### src/rtl/arith_pkg.sv
// Shared arithmetic helpers for the normaliser datapath.
//   lz_width(w) : bits needed to hold a leading-zero count of 0..w
//   norm_flags_t: result flags carried alongside a normalised mantissa
package arith_pkg;

  function automatic int lz_width(input int w);
    return $clog2(w) + 1;
  endfunction

  typedef struct packed {
    logic zero;    // input mantissa was all zeros
    logic denorm;  // shift clamped by exponent, result is subnormal
  } norm_flags_t;

endpackage

### src/rtl/lzd_nbits.sv
// Leading-zero detector for a W-bit vector, built as a recursive tree.
//   din   : vector to scan, MSB first
//   count : number of consecutive zeros from din[W-1] downward (W when all zero)
//   zero  : din is all zeros
// Non power-of-two widths are padded at the LSB end with zeros up to the
// next power of two; padding only matters when din is all zero, and that
// case is forced back to W.
module lzd_nbits
  import arith_pkg::*;
#(
  parameter int W = 24
) (
  input  logic [W-1:0]           din,
  output logic [lz_width(W)-1:0] count,
  output logic                   zero
);

  localparam int CW = lz_width(W);

  if (W == 2) begin : g_leaf
    assign zero  = ~(din[1] | din[0]);
    assign count = din[1] ? 2'd0 : (din[0] ? 2'd1 : 2'd2);
  end else if ((1 << $clog2(W)) != W) begin : g_pad
    localparam int P = 1 << $clog2(W);
    logic [P-1:0]  padded;
    logic [CW-1:0] pad_count;
    logic          pad_zero;

    assign padded = {din, {(P - W){1'b0}}};

    lzd_nbits #(.W(P)) u_pad (
      .din   (padded),
      .count (pad_count),
      .zero  (pad_zero)
    );

    assign zero  = pad_zero;
    assign count = pad_zero ? CW'(W) : pad_count;
  end else begin : g_split
    localparam int H  = W / 2;
    localparam int HW = lz_width(H);
    logic [HW-1:0] hi_count, lo_count;
    logic          hi_zero, lo_zero;

    lzd_nbits #(.W(H)) u_hi (
      .din   (din[W-1:H]),
      .count (hi_count),
      .zero  (hi_zero)
    );

    lzd_nbits #(.W(H)) u_lo (
      .din   (din[H-1:0]),
      .count (lo_count),
      .zero  (lo_zero)
    );

    // When the upper half is empty the count continues into the lower half;
    // both empty gives H + H = W automatically.
    assign zero  = hi_zero & lo_zero;
    assign count = hi_zero ? (CW'(lo_count) + CW'(H)) : CW'(hi_count);
  end

endmodule

### src/rtl/lzd_norm_pipe.sv
// Two-stage mantissa normaliser.
//   Stage 1 captures the operand and its leading-zero count.
//   Stage 2 shifts the mantissa left by that count and lowers the exponent,
//   clamping at exponent 0 (subnormal result).
// Ports:
//   clk, rst                 : clock, asynchronous active-high reset
//   in_valid/in_ready        : upstream handshake
//   in_mant, in_exp          : unnormalised mantissa and biased exponent
//   out_valid/out_ready      : downstream handshake
//   out_mant, out_exp        : normalised mantissa and adjusted exponent
//   out_lz                   : true leading-zero count of the input mantissa
//   out_zero, out_denorm     : all-zero input / clamped (subnormal) result
module lzd_norm_pipe
  import arith_pkg::*;
#(
  parameter int MANT_W = 24,
  parameter int EXP_W  = 8,
  parameter int LZ_W   = lz_width(MANT_W)
) (
  input  logic              clk,
  input  logic              rst,
  input  logic              in_valid,
  output logic              in_ready,
  input  logic [MANT_W-1:0] in_mant,
  input  logic [EXP_W-1:0]  in_exp,
  output logic              out_valid,
  input  logic              out_ready,
  output logic [MANT_W-1:0] out_mant,
  output logic [EXP_W-1:0]  out_exp,
  output logic [LZ_W-1:0]   out_lz,
  output logic              out_zero,
  output logic              out_denorm
);

  localparam int CMP_W = (EXP_W > LZ_W) ? EXP_W : LZ_W;

  logic              s1_valid;
  logic [MANT_W-1:0] s1_mant;
  logic [EXP_W-1:0]  s1_exp;
  logic [LZ_W-1:0]   s1_lz;
  logic              s1_zero;

  logic              s2_adv, s1_adv;
  logic [LZ_W-1:0]   lzd_count;
  logic              lzd_zero;

  logic [MANT_W-1:0] n_mant;
  logic [EXP_W-1:0]  n_exp;
  norm_flags_t       n_flags, out_flags;
  logic [CMP_W-1:0]  exp_c, lz_c, exp_diff;

  // Ready chain runs combinationally from out_ready back to in_ready.
  assign s2_adv   = !out_valid || out_ready;
  assign s1_adv   = !s1_valid || s2_adv;
  assign in_ready = s1_adv;

  lzd_nbits #(.W(MANT_W)) u_lzd (
    .din   (in_mant),
    .count (lzd_count),
    .zero  (lzd_zero)
  );

  assign exp_c    = CMP_W'(s1_exp);
  assign lz_c     = CMP_W'(s1_lz);
  assign exp_diff = exp_c - lz_c;

  always_comb begin
    n_mant  = '0;
    n_exp   = '0;
    n_flags = '0;
    if (s1_zero) begin
      n_flags.zero = 1'b1;
    end else if (exp_c > lz_c) begin
      n_mant = s1_mant << s1_lz;
      n_exp  = exp_diff[EXP_W-1:0];
    end else begin
      // exp <= lz < MANT_W here, so the clamped shift never empties the word.
      n_mant         = s1_mant << s1_exp;
      n_flags.denorm = 1'b1;
    end
  end

  always_ff @(posedge clk or posedge rst) begin
    if (rst) begin
      s1_valid  <= 1'b0;
      s1_mant   <= '0;
      s1_exp    <= '0;
      s1_lz     <= '0;
      s1_zero   <= 1'b0;
      out_valid <= 1'b0;
      out_mant  <= '0;
      out_exp   <= '0;
      out_lz    <= '0;
      out_flags <= '0;
    end else begin
      if (s1_adv) begin
        s1_valid <= in_valid;
        if (in_valid) begin
          s1_mant <= in_mant;
          s1_exp  <= in_exp;
          s1_lz   <= lzd_count;
          s1_zero <= lzd_zero;
        end
      end
      if (s2_adv) begin
        out_valid <= s1_valid;
        if (s1_valid) begin
          out_mant  <= n_mant;
          out_exp   <= n_exp;
          out_lz    <= s1_lz;
          out_flags <= n_flags;
        end
      end
    end
  end

  assign out_zero   = out_flags.zero;
  assign out_denorm = out_flags.denorm;

endmodule
### config.mk
export PLATFORM = sky130hd
export DESIGN_NAME = lzd_norm_pipe
export DESIGN_NICKNAME = d
export VERILOG_FILES = /design/src/rtl/arith_pkg.sv /design/src/rtl/lzd_nbits.sv /design/src/rtl/lzd_norm_pipe.sv
export SDC_FILE = /design/constraint.sdc
export NUM_CORES = 1
export LEC_CHECK = 0
export CAP_MARGIN = 10
export CORE_ASPECT_RATIO = 0.6
export CORE_MARGIN = 2
export CORE_UTILIZATION = 50
export DETAILED_ROUTE_END_ITERATION = 8
export GPL_TIMING_DRIVEN = 0
export PLACE_DENSITY = 0.72
export RECOVER_POWER = 50
export SYNTH_ARGS = -nofsm -noshare
export SYNTH_HDL_FRONTEND = slang
export SYNTH_SLANG_ARGS = --single-unit
### constraint.sdc
create_clock -name clk -period 3.7 [get_ports clk]
set_input_delay 0.74 -clock clk [delete_from_list [all_inputs] [get_ports clk]]
set_output_delay 0.74 -clock clk [all_outputs]
set_load 0.02 [all_outputs]
== Word level (Yosys, flattened, before mapping) ==
Index checks and enable logic that the tools add are counted.

* Register bits after elaboration: 81
* Input bits: 36
* Output and inout bits: 42
* Word-level logic and storage cells: 111

* $add $sub $neg: 12
* $lt $le $gt $ge: 1
* Shifts and indexed selects: 2
* Muxes and demuxes: 44
* Bitwise gates (word level): 35
* Reduce and logical (&&, ||, !) cells: 6

{| class="wikitable"
|+ Operators by type and width
! cell !! number
|-
| $mux 2 || 24
|-
| $mux 24 || 2
|-
| $shl 24x6->24 || 1
|-
| $shl 24x8->24 || 1
|-
| $add 2x2->3 const B || 6
|-
| $mux 3 || 6
|-
| $mux 8 || 2
|-
| $add 3x3->4 const B || 3
|-
| $mux 4 || 3
|-
| $mux 6 || 2
|-
| $not 1->1 || 12
|-
| $or 1x1->1 || 12
|-
| $and 1x1->1 || 11
|-
| $mux 5 || 2
|-
| $gt 8x6->1 || 1
|-
| $sub 8x6->8 || 1
|-
| $add 5x5->6 const B || 1
|-
| $add 4x4->5 const B || 1
|-
| $reduce_and 2->1 || 2
|-
| $mux 1 || 3
|-
| $logic_not 1->1 || 2
|-
| $logic_or 1x1->1 || 2
|}

== Logic depth before layout (Yosys ltp) ==
* Word-level depth: 10
* Gate-level depth with buffers: 16
* Gate-level depth less buffers: 12

== By module ==
Synthesis repeated with hierarchy kept, for this count alone.

* Cell total of the unflattened synthesis: 603
* Area, all modules: 5805.6 sq um

{| class="wikitable"
|+ Modules (own cells, without submodules)
! module !! instances !! cells each !! area an instance (sq um) !! seq. area each (sq um)
|-
| lzd_norm_pipe || 1 || 461 || 4675.7 || 2026.9
|-
| lzd_nbits at u_lzd.g_pad.u_pad.g_split.u_hi.g_split.u_hi.g_split.u_hi ... || 8 || 5 || 43.8 || 0.0
|-
| lzd_nbits at u_lzd.g_pad.u_pad.g_split.u_hi.g_split.u_hi.g_split.u_hi.g_split.u_hi ... || 16 || 3 || 20.0 || 0.0
|-
| lzd_nbits at u_lzd.g_pad.u_pad.g_split.u_hi.g_split.u_hi ... || 4 || 6 || 51.3 || 0.0
|-
| lzd_nbits at u_lzd.g_pad.u_pad.g_split.u_hi ... || 2 || 7 || 56.3 || 0.0
|-
| lzd_nbits at u_lzd.g_pad.u_pad || 1 || 9 || 100.1 || 0.0
|-
| lzd_nbits at u_lzd || 1 || 7 || 41.3 || 0.0
|}

== Worst setup path before layout ==
Ideal clock, no wire load.

* Path type: reg2reg
* From: register s1_exp[0], in the netlist exp_c[0]
* To: register out_mant[17]
* Setup time: 0.126 ns
* Arrival time: 3.122 ns
* Required time: 3.574 ns
* Path slack: 0.452 ns
* Cell stages (with the launch flop): 15
* Path buffers: 3
* Clock period less this slack: 3.248 ns
* Path through: dfrtp_1 > clkbuf_1 > clkinv_1 > ha_1 > inv_1 > fa_1 > a21oi_1 > o211a_1 > buf_2 > buf_2 > o211a_1 > a311oi_1 > nand2_1 > a31o_2 > a221o_1

* Cells in the longest elaborated chain, start to end: 3
* Elaborated cells between the ends (all ways): 4
* Those cells by class: order compare: 1; shift: 1; mux: 2

{| class="wikitable"
|+ Ends and longest elaborated chain
! item !! line !! RTL
|-
| start, declared || lzd_norm_pipe.sv:39 || <nowiki>logic [EXP_W-1:0] s1_exp;</nowiki>
|-
| start signal, assigned || lzd_norm_pipe.sv:100 || <nowiki>s1_exp <= in_exp;</nowiki>
|-
| $shl 24x8->24 / $gt 8x6->1 (equally long branches) || lzd_norm_pipe.sv:78, lzd_norm_pipe.sv:73 ||
|-
| $mux 24 (*) || lzd_norm_pipe.sv:73 || <nowiki>end else if (exp_c > lz_c) begin</nowiki>
|-
| $mux 24 (*) || lzd_norm_pipe.sv:71 || <nowiki>if (s1_zero) begin</nowiki>
|-
| end signal, assigned || lzd_norm_pipe.sv:108 || <nowiki>out_mant <= n_mant;</nowiki>
|-
| end, declared || lzd_norm_pipe.sv:28 || <nowiki>output logic [MANT_W-1:0] out_mant,</nowiki>
|}

Mark *: on every way between the ends. The rest lies on a longest branch, timed or not.
A chain may end at the register's enable or synchronous reset.

== Worst setup path after layout ==
Same ends and word-level chain as after synthesis.

==> flow_metrics.tcl <==
set metrics [dict create \
    placed_area_sq_um 5990 \
    crit_fanout 10 \
    fin_area_sq_um 6510 \
    initial_core_util_pct 51.3 \
    ctsHtreeMaxLevel 3 \
    grt_usage_pct 32.7 \
    fin_nets 738 \
    die-area_sq_um 10900 \
    syn_area_per_cell_sq_um 8.40 \
    cp.arrival_ps 3920 \
    area_growth_pct 29.4 \
    rows 28 \
    worst_slack_ps 1.89 \
    hold_slack_ps 473 \
    worstMarginPinSlew_ps 1800 \
    critical_path.endpoint_type "flip-flop" \
    cts-root-buf "clkbuf_16" \
    first_global_vias 4891 \
    core_sq_um 9810 \
    gp_congestion 0.958 \
    post-route-util_pct 66.4 \
    clock_latency_ps 340 \
    avgRoutedWirePerCell_um 20.8 \
    grt_pass1_wl_mm 27.1 \
    chipHeight_um 81.7 \
    cts_tree "yes" \
    grt_max_degree 75 \
    postSynth.asyncResetShare_pct 100 \
    fmaxAchievable_mhz 270 \
    die_w_um 134 \
    ys_warn_count 0 \
    ys.flop_type "dfrtp_1" \
    via_count 5361 \
    maxSlewViolCount 75 \
    critical_path_class "flip-flop to flip-flop" \
    post-route-period-util_pct 99.9 \
    crit_required_ps 3930 \
    io_buffers 76 \
    pre_cts_slack_ps -907 \
    whs_path_depth 2 \
    timing.final.crit_period_ps 3700 \
    drt-total-wl_mm 17.4 \
    relSlewSlack_pct -20.1 \
    r2r_cells 14 \
    synth_top_area_share_pct 39.3 \
    antenna_found_initial 1 \
    powerDensity_nw_per_um2 591 \
    power_uw 3850 \
    ioPinCount 78 \
    finalHoldViolCount 0 \
    setup_viol 0 \
    overflow 0 \
    hold_path_class "flip-flop to flip-flop" \
    postCtsHoldBufs 0 \
    clock_path_buffers 2 \
    synth_seq_area_share_pct 39.3 \
    p_leak_uw 0.00289 \
    synth_edf_count 0 \
    synth_seq_cells 79 \
    synthMostInstantiatedCell "nand2_1" \
    synth_area_sq_um 5030 \
    hpwl_mm 13.3 \
    clkSinkCount 79 \
    synth_cells 599 \
    max-cap-violations 1 \
    drive_gt1_share_pct 12.9 \
    clkTransAtPathRegs_ps 60 \
    netlist_top_cells_area "dfrtp_1 39%, nand2_1 11%, o21ai_0 4.7%" \
    synth.largest_area_cell "dfrtp_1" \
    final_antenna_net_count 0 \
    dr.pass1.iters 5 \
    status "finished with violations" \
    drcViolationCount 0 \
    avgViaCountPerCell 6.41 \
    cts_buffers 9 \
    violations "max-capacitance violations, max-slew violations" \
    syn_nets 641 \
    critPathLaunchType "flip-flop" \
    ys_types 76 \
    drt_iter0_drc 551 \
    synthTopCellsByCount "147 x nand2_1, 79 x dfrtp_1, 47 x o21ai_0" \
    clock_skew_ps 8.72 \
    ir_drop_v 0.000291 \
]
==> metrics by stage <==
| stage | std cells | setup TNS [ps] |
|---|---|---|
| finish | 836 | 0 |
| global route | 835 | -63.1 |
| CTS | 826 | -15.3 |
| detailed placement | 811 | -12610 |
| global placement | 810 | -28060 |
| floorplan | 599 | 0 |
==> critical path, stage by stage (launching register included) <==
cell and delay (ps):
dfrtp_2 480, clkinv_2 160, ha_1 170, inv_1 60, fa_1 430, a21oi_2 230
o211a_1 160, clkbuf_4 210, buf_4 210, a211oi_1 80, a311oi_2 420, mux2i_1 180
mux2i_1 290, o22ai_2 190, a221o_1 300
==> layer usage <==
metal  global-route usage [%]  routed length (um)  vias to the layer above
li1                         -                   -                     2408
met1                     48.5                7910                     2629
met2                     47.0                7260                      299
met3                     8.70                1960                       25
met4                     9.04                 276                        0
met5                        0                   0                        -
==> placed cells by master (no fill, tap or decap), drive strengths merged, types with 8 or more instances in the layout <==
cell type        n
clkbuf          31
inv             16
a211oi          17
buf             24
nand3           20
a21o             8
and3            11
a311oi          11
o21ai           54
mux2i           12
nor3            12
clkdlybuf4s50   59
dfrtp           79
a21oi           30
nor2            22
dlygate4sd3     17
nand2          148
nand2b          11
a32oi           12
==> what timing repair did <==
item,in CTS,in global routing
pin swaps,2,5
setup buffers,1,9
resized for setup,25,15
endpoints found under the setup margin,24,16
==> sequential cells by signal (all words and copies together) (netlist names), 5 cells and up <==
signal / cells
exp_c: 8
out_lz: 5
s1_lz: 5
s1_mant: 24
out_exp: 8
out_mant: 24
==> power by group <==
group	internal (uW)	switching (uW)
sequential	1050	165
combinational	696	999
clock	588	353
total	2330	1520
==> cell families (layout without fill, tap and decap cells) <==
logic type,after synthesis,in the layout,share of synthesized area (%)
DFF,79,79,39.3
other,1,2,0.0745
buffers and inverters,52,153,4.65
adders and majority gates,6,6,1.64
muxes,14,14,2.83
xor gates and xnor gates,6,6,1.04
and+or+nand+nor,247,247,22.7
AOI/OAI and AO/OA,194,194,27.8
==> path summary, 6_finish.rpt <==
check | endpoint | slack [ps] | from
setup / recovery | out_mant[17] | 2 | exp_c[0]
hold / removal | out_exp[4] | 470 | out_exp[4]
setup reg to reg | out_mant[17] | 2 | exp_c[0]
hold reg to reg | out_exp[4] | 470 | out_exp[4]
max in group asynchronous | exp_c[0] | 810 | rst
min in group asynchronous | out_mant[3] | 770 | rst
==> cell type report <==
| type | instances | area, sq um |
|---|---|---|
| tap | 135 | 169 |
| antenna | 1 | 2.50 |
| buffer | 34 | 180 |
| fill | 825 | 3300 |
| clock buffer | 10 | 229 |
| multi-input combinational | 468 | 2970 |
| timing repair buffer | 87 | 841 |
| clock inverter | 5 | 81.3 |
| sequential | 79 | 1980 |
| inverter | 17 | 66.3 |
Note: power is estimated with default switching activity, not from simulation.
==> patch 1: new RTL, same flow settings <==
Set the parameter `MANT_W` to 48 (it was 24).
--- a/src/rtl/lzd_norm_pipe.sv
+++ b/src/rtl/lzd_norm_pipe.sv
@@ -15,3 +15,3 @@
 #(
-  parameter int MANT_W = 24,
+  parameter int MANT_W = 48,
   parameter int EXP_W  = 8,
Ports: changed (resized in_mant, out_lz and out_mant); port bits go from 78 to 127. The function was not compared with the original's and may differ.
==> patch 1 against the unedited design <==
The flow finishes with violations (negative setup slack); sequential share of layout area shrank 3.2 points; synthesized area grew 74%; via count grew 74%; sequential cell count grew 50; critical path depth is the same; combinational power grew 120%; worst hold slack is essentially flat; sequential power grew 69%; setup slack lost 0.068 ns; clock skew grew 0.0046 ns; wire length grew 110%; final area grew 83%; cell count grew 66%; power grew 94%; critical path type unchanged; largest cell class unchanged.
==> patch 1: results (changes against the unedited design) <==
[cells_and_area]
nNetsFinal = 1204  ; +63%
fin_cells = 1384  ; +66%
top_regs = out_mant x48, s1_mant x48
fill_cells = 1339  ; +62%
drive_above_1_share = 0.262  ; +0.133

[worst_setup_path]
r2r_end = out_mant[37]
cp_max_fo = 7  ; -3
cp_data_arrival_time_ns = 4.09  ; +0.17 ns
rr_startpoint = s1_lz[0]

[clock_network]
htreeDepth = 4  ; +1
clock_latency_ns = 0.44  ; +0.10 ns
cts_buffers = 17  ; +8

[detailed_routing]
drt_iter0_drc = 1274  ; +130%
first_pass_iters = 6  ; +1
met3_length_mm = 5.55  ; +180%
drt-total-wl_mm = 36.1  ; +110%
wl_met1_mm = 15.8  ; +100%
routed-wl-met2_mm = 14.0  ; +93%
vias_per_cell = 6.76  ; +5.4%

[hold_path]
min_from = out_mant[6]
min_to = out_mant[6]

[sta]
setup_slack_ns = -0.0662  ; -0.0681 ns
setup_viol = 9  ; +9
hold_slack_ns = 0.473  ; +0.0000580 ns
final.setup_skew_ns = 0.0133  ; +0.00463 ns
tns_ns = -0.316  ; -0.316 ns

[synthesis]
yosysUniqueCellTypes = 77  ; +1.3%
ys_top_cells_by_count = dfrtp_1 (129), nand2_1 (106), nor2_1 (76)
syn-num-nets = 1020  ; +59%
synthTopCellsByArea = dfrtp_1 (37%), mux2_2 (9.1%), mux2i_1 (5.6%), nand2_1 (4.5%), o21ai_0 (3.7%)
yosysSeqAreaShare = 0.368  ; -0.0250

[pwr]
ir_drop_mv = 0.327  ; +12%
switchingPower_mw = 3.18  ; +110%
p_leak_nw = 4.94  ; +71%

[placed_design]
gp_congestion = 1.03  ; +7.3%
placed_cells = 1315  ; +62%
io_buffers = 125  ; +64%
place_hpwl_mm = 27.9  ; +110%

[global_routing]
grt_max_degree = 43  ; -43%
antenna_found_initial = 0  ; -1
grt_use_met1 = 0.573  ; +0.0884
gr-usage-met2 = 0.516  ; +0.0459
grt_pass1_wl_mm = 54.4  ; +100%
grt_pass1_vias = 8834  ; +81%

[run_status]
outcome = finished, violations left
violations = negative setup slack

patch 1: cell types whose count changed in the layout (fill, tap and decap cells not counted), moves of 12 or more:
cell             before  now
mux2i_1              11   33
o221ai_1              2   14
nor2_1               19   66
o211ai_1              6   20
clkdlybuf4s50_1      59  100
nand2_1             145  101
a21oi_1              25   40
dfrtp_1              78  124
a22o_1                6   19
mux2_2                2   62
buf_4                15   39
patch 1: final cells by class:
type	count	area, um^2	share of cell area
multi-input cells	736	5720	0.481
clock buffers	19	453	0.0381
clock inverters	13	114	0.00957
well taps	234	293	0.0246
repair buffers	164	1550	0.130
inverters	24	91.3	0.00768
flip-flops and latches	129	3230	0.272
plain buffers	65	439	0.0369
patch 1: worst max path at each step:
stage / depth (start not counted) / start / slack [ns] / endpoint
5_1_grt: 14 / s1_lz[0] / -0.15 / out_mant[31]
3_5_place_dp: 11 / s1_lz[0] / -1.04 / out_mant[41]
2_1_floorplan: 14 / exp_c[0] / 0.18 / out_mant[39]
6_report: 14 / s1_lz[0] / -0.07 / out_mant[37]
4_1_cts: 14 / s1_lz[0] / -0.11 / out_mant[31]
3_3_place_gp: 11 / s1_lz[0] / -1.03 / out_mant[41]
patch 1: stage by stage:
step                cell area [um^2]  setup WS (ns)
floorplan                       8780          0.184
detailed placement             10400          -1.04
finish                         11900        -0.0662
global placement               10300          -1.03
global route                   11900         -0.151
CTS                            11500         -0.110
patch 1: what timing repair did:
action / CTS / global route
pin swaps: 21 / 26
hold buffers: 0 / 0
resized for setup: 109 / 105
endpoints found under the hold margin: 0 / 0
setup endpoints to repair: 48 / 46
setup buffers: 19 / 17
gates cloned: 0 / 1
patch 1: worst min-delay path: stages (launching register included):
cell and delay, ns:
dfrtp_1 0.34, nand2_1 0.04, o21ai_0 0.06
patch 1: power by group through the flow:
stage | clock network (mW) | registers (mW) | logic, mW
after global placement | 0 | 2.04 | 3.20
after detailed placement | 0 | 2.06 | 3.20
after floorplan | 0 | 2.30 | 1.59
after CTS | 1.65 | 2.04 | 3.48
after global routing | 1.71 | 2.09 | 3.94
final | 1.64 | 2.05 | 3.77
patch 1: cells by family (layout without fill, tap and decap cells):
family / after synthesis / after routing / share of synthesized area
AND/OR/NAND/NOR: 275 / 275 / 0.143
adder cells (fa/ha/maj): 7 / 7 / 0.0108
buffers and inverters: 89 / 285 / 0.0463
XOR/XNOR: 6 / 6 / 0.00599
multiplexers: 128 / 128 / 0.167
AO/OA/AOI/OAI: 318 / 319 / 0.258
flip-flops: 129 / 129 / 0.368
other: 1 / 1 / 0.000427
==> patch 2: new RTL, same flow settings <==
Without the edit above. Reset style: synchronous (`rst`), changed in one clocked block. Comments in the files are not updated.
--- a/src/rtl/lzd_norm_pipe.sv
+++ b/src/rtl/lzd_norm_pipe.sv
@@ -82,3 +82,3 @@
 
-  always_ff @(posedge clk or posedge rst) begin
+  always_ff @(posedge clk) begin
     if (rst) begin
Formal check against the unedited RTL: differs if rst is asserted again (counterexample within 4 cycles, from zero or initial values and one cycle with rst high); with rst held inactive, the same outputs for 4 cycles.
==> patch 2 against the unedited design <==
Clock skew about the same; critical endpoint is now out_mant[23]; wire length decreased by 2.8%; sequential cell count unchanged; setup slack improved by 0.16 ns; synthesized area decreased by 2.3%; utilization increased by 0.24 points; sequential share of layout area decreased by 5.0 points; final area decreased by 4.3%.
Power is not compared: it rests on default switching activity, and its combinational part moved more than twofold at a synthesized area within 25%.
==> patch 2: results (changes against the unedited design) <==
[detailed_routing]
vias_per_cell = 6.17  ; -3.7%
vias = 5364  ; +0.056%
met3_length_mm = 1.56  ; -21%
routed-wl-met2_mm = 7.03  ; -3.2%
wire_per_inst_um = 19.5  ; -6.4%

[synthesis]
async_flop_share = 0  ; -1.00
syn-num-nets = 686  ; +7.0%
syn_avg_cell_area_um2 = 7.64  ; -9.1%
yosysUniqueCellTypes = 70  ; -7.9%
ys_top_cells_by_count = nand2_1 (141), dfxtp_1 (79), a21oi_1 (77)
yosysSeqAreaShare = 0.322  ; -0.0711

[worst_setup_path]
crit_family = buffers and inverters
timing.reg2reg.setup_slack_ns = 0.16  ; +0.16 ns
cp_data_arrival_time_ns = 3.81  ; -0.11 ns
reg2regPathDepth = 13  ; -1
r2r_end = out_mant[23]
rr_startpoint = s1_lz[1]

[global_routing]
grt_use_total = 0.316  ; -0.0111
grt_max_degree = 17  ; -77%
antenna_found_initial = 0  ; -1
use_met3 = 0.0874  ; +0.000354
grt_pass1_vias = 4844  ; -0.96%

[hold_path]
min_from = out_mant[11]

[sta]
hold_slack_ns = 0.447  ; -0.0259 ns
period_needed_ns = 3.54  ; -0.158 ns

[cells_and_area]
drive_above_1_share = 0.0920  ; -0.0366
diodes = 0  ; -1

[clock_network]
post_cts_buffers = 3  ; +2

[placed_design]
io_buffers = 75  ; -1.3%

[run_status]
outcome = finished clean

==> patch 2: cell types whose count changed in the layout (fill, tap and decap cells not counted), moves of 9 or more <==
cell	before	now
and3_1	10	1
nor2_1	19	45
o21ai_0	45	14
a311o_1	0	14
a21oi_1	25	77
a22oi_1	0	19
dfxtp_1	0	79
dlygate4sd3_1	17	41
a32oi_1	12	2
mux2i_1	11	28
clkdlybuf4s50_1	59	34
clkbuf_1	16	27
dfrtp_1	78	0
nand2b_1	11	22
==> patch 2: power by group <==
group          switching, mW  internal, mW
Clock                  0.407         0.537
Combinational          0.441         0.285
Sequential            0.0431         0.892
==> patch 2: how the worst max path moves through the flow <==
stage,from,end,cells after the start
6_report,s1_lz[1],out_mant[23],13
5_1_grt,s1_lz[1],out_mant[19],12
4_1_cts,s1_lz[4],out_mant[16],12
3_5_place_dp,s1_lz[1],out_mant[19],11
3_3_place_gp,s1_lz[1],out_mant[20],12
2_1_floorplan,s1_lz[1],out_mant[19],11
==> patch 2: kinds of logic (layout without fill, tap and decap cells) <==
logic type | Yosys count | after routing | share of synthesized area
muxes | 38 | 38 | 0.0847
and+or+nand+nor | 255 | 255 | 0.232
xor gates and xnor gates | 5 | 5 | 0.00891
adders and majority gates | 6 | 6 | 0.0168
AOI/OAI and AO/OA | 198 | 198 | 0.276
DFF | 79 | 79 | 0.322
other | 1 | 1 | 0.000763
buffers and inverters | 62 | 157 | 0.0593
==> patch 2: layout make-up <==
class / count / area, um^2 / area share
multi-input combinational: 503 / 3090 / 0.496
sequential: 79 / 1580 / 0.254
timing repair buffer: 79 / 781 / 0.125
buffer: 47 / 248 / 0.0397
clock buffer: 9 / 225 / 0.0361
tap: 130 / 163 / 0.0261
clock inverter: 7 / 85.1 / 0.0136
inverter: 15 / 57.6 / 0.00923
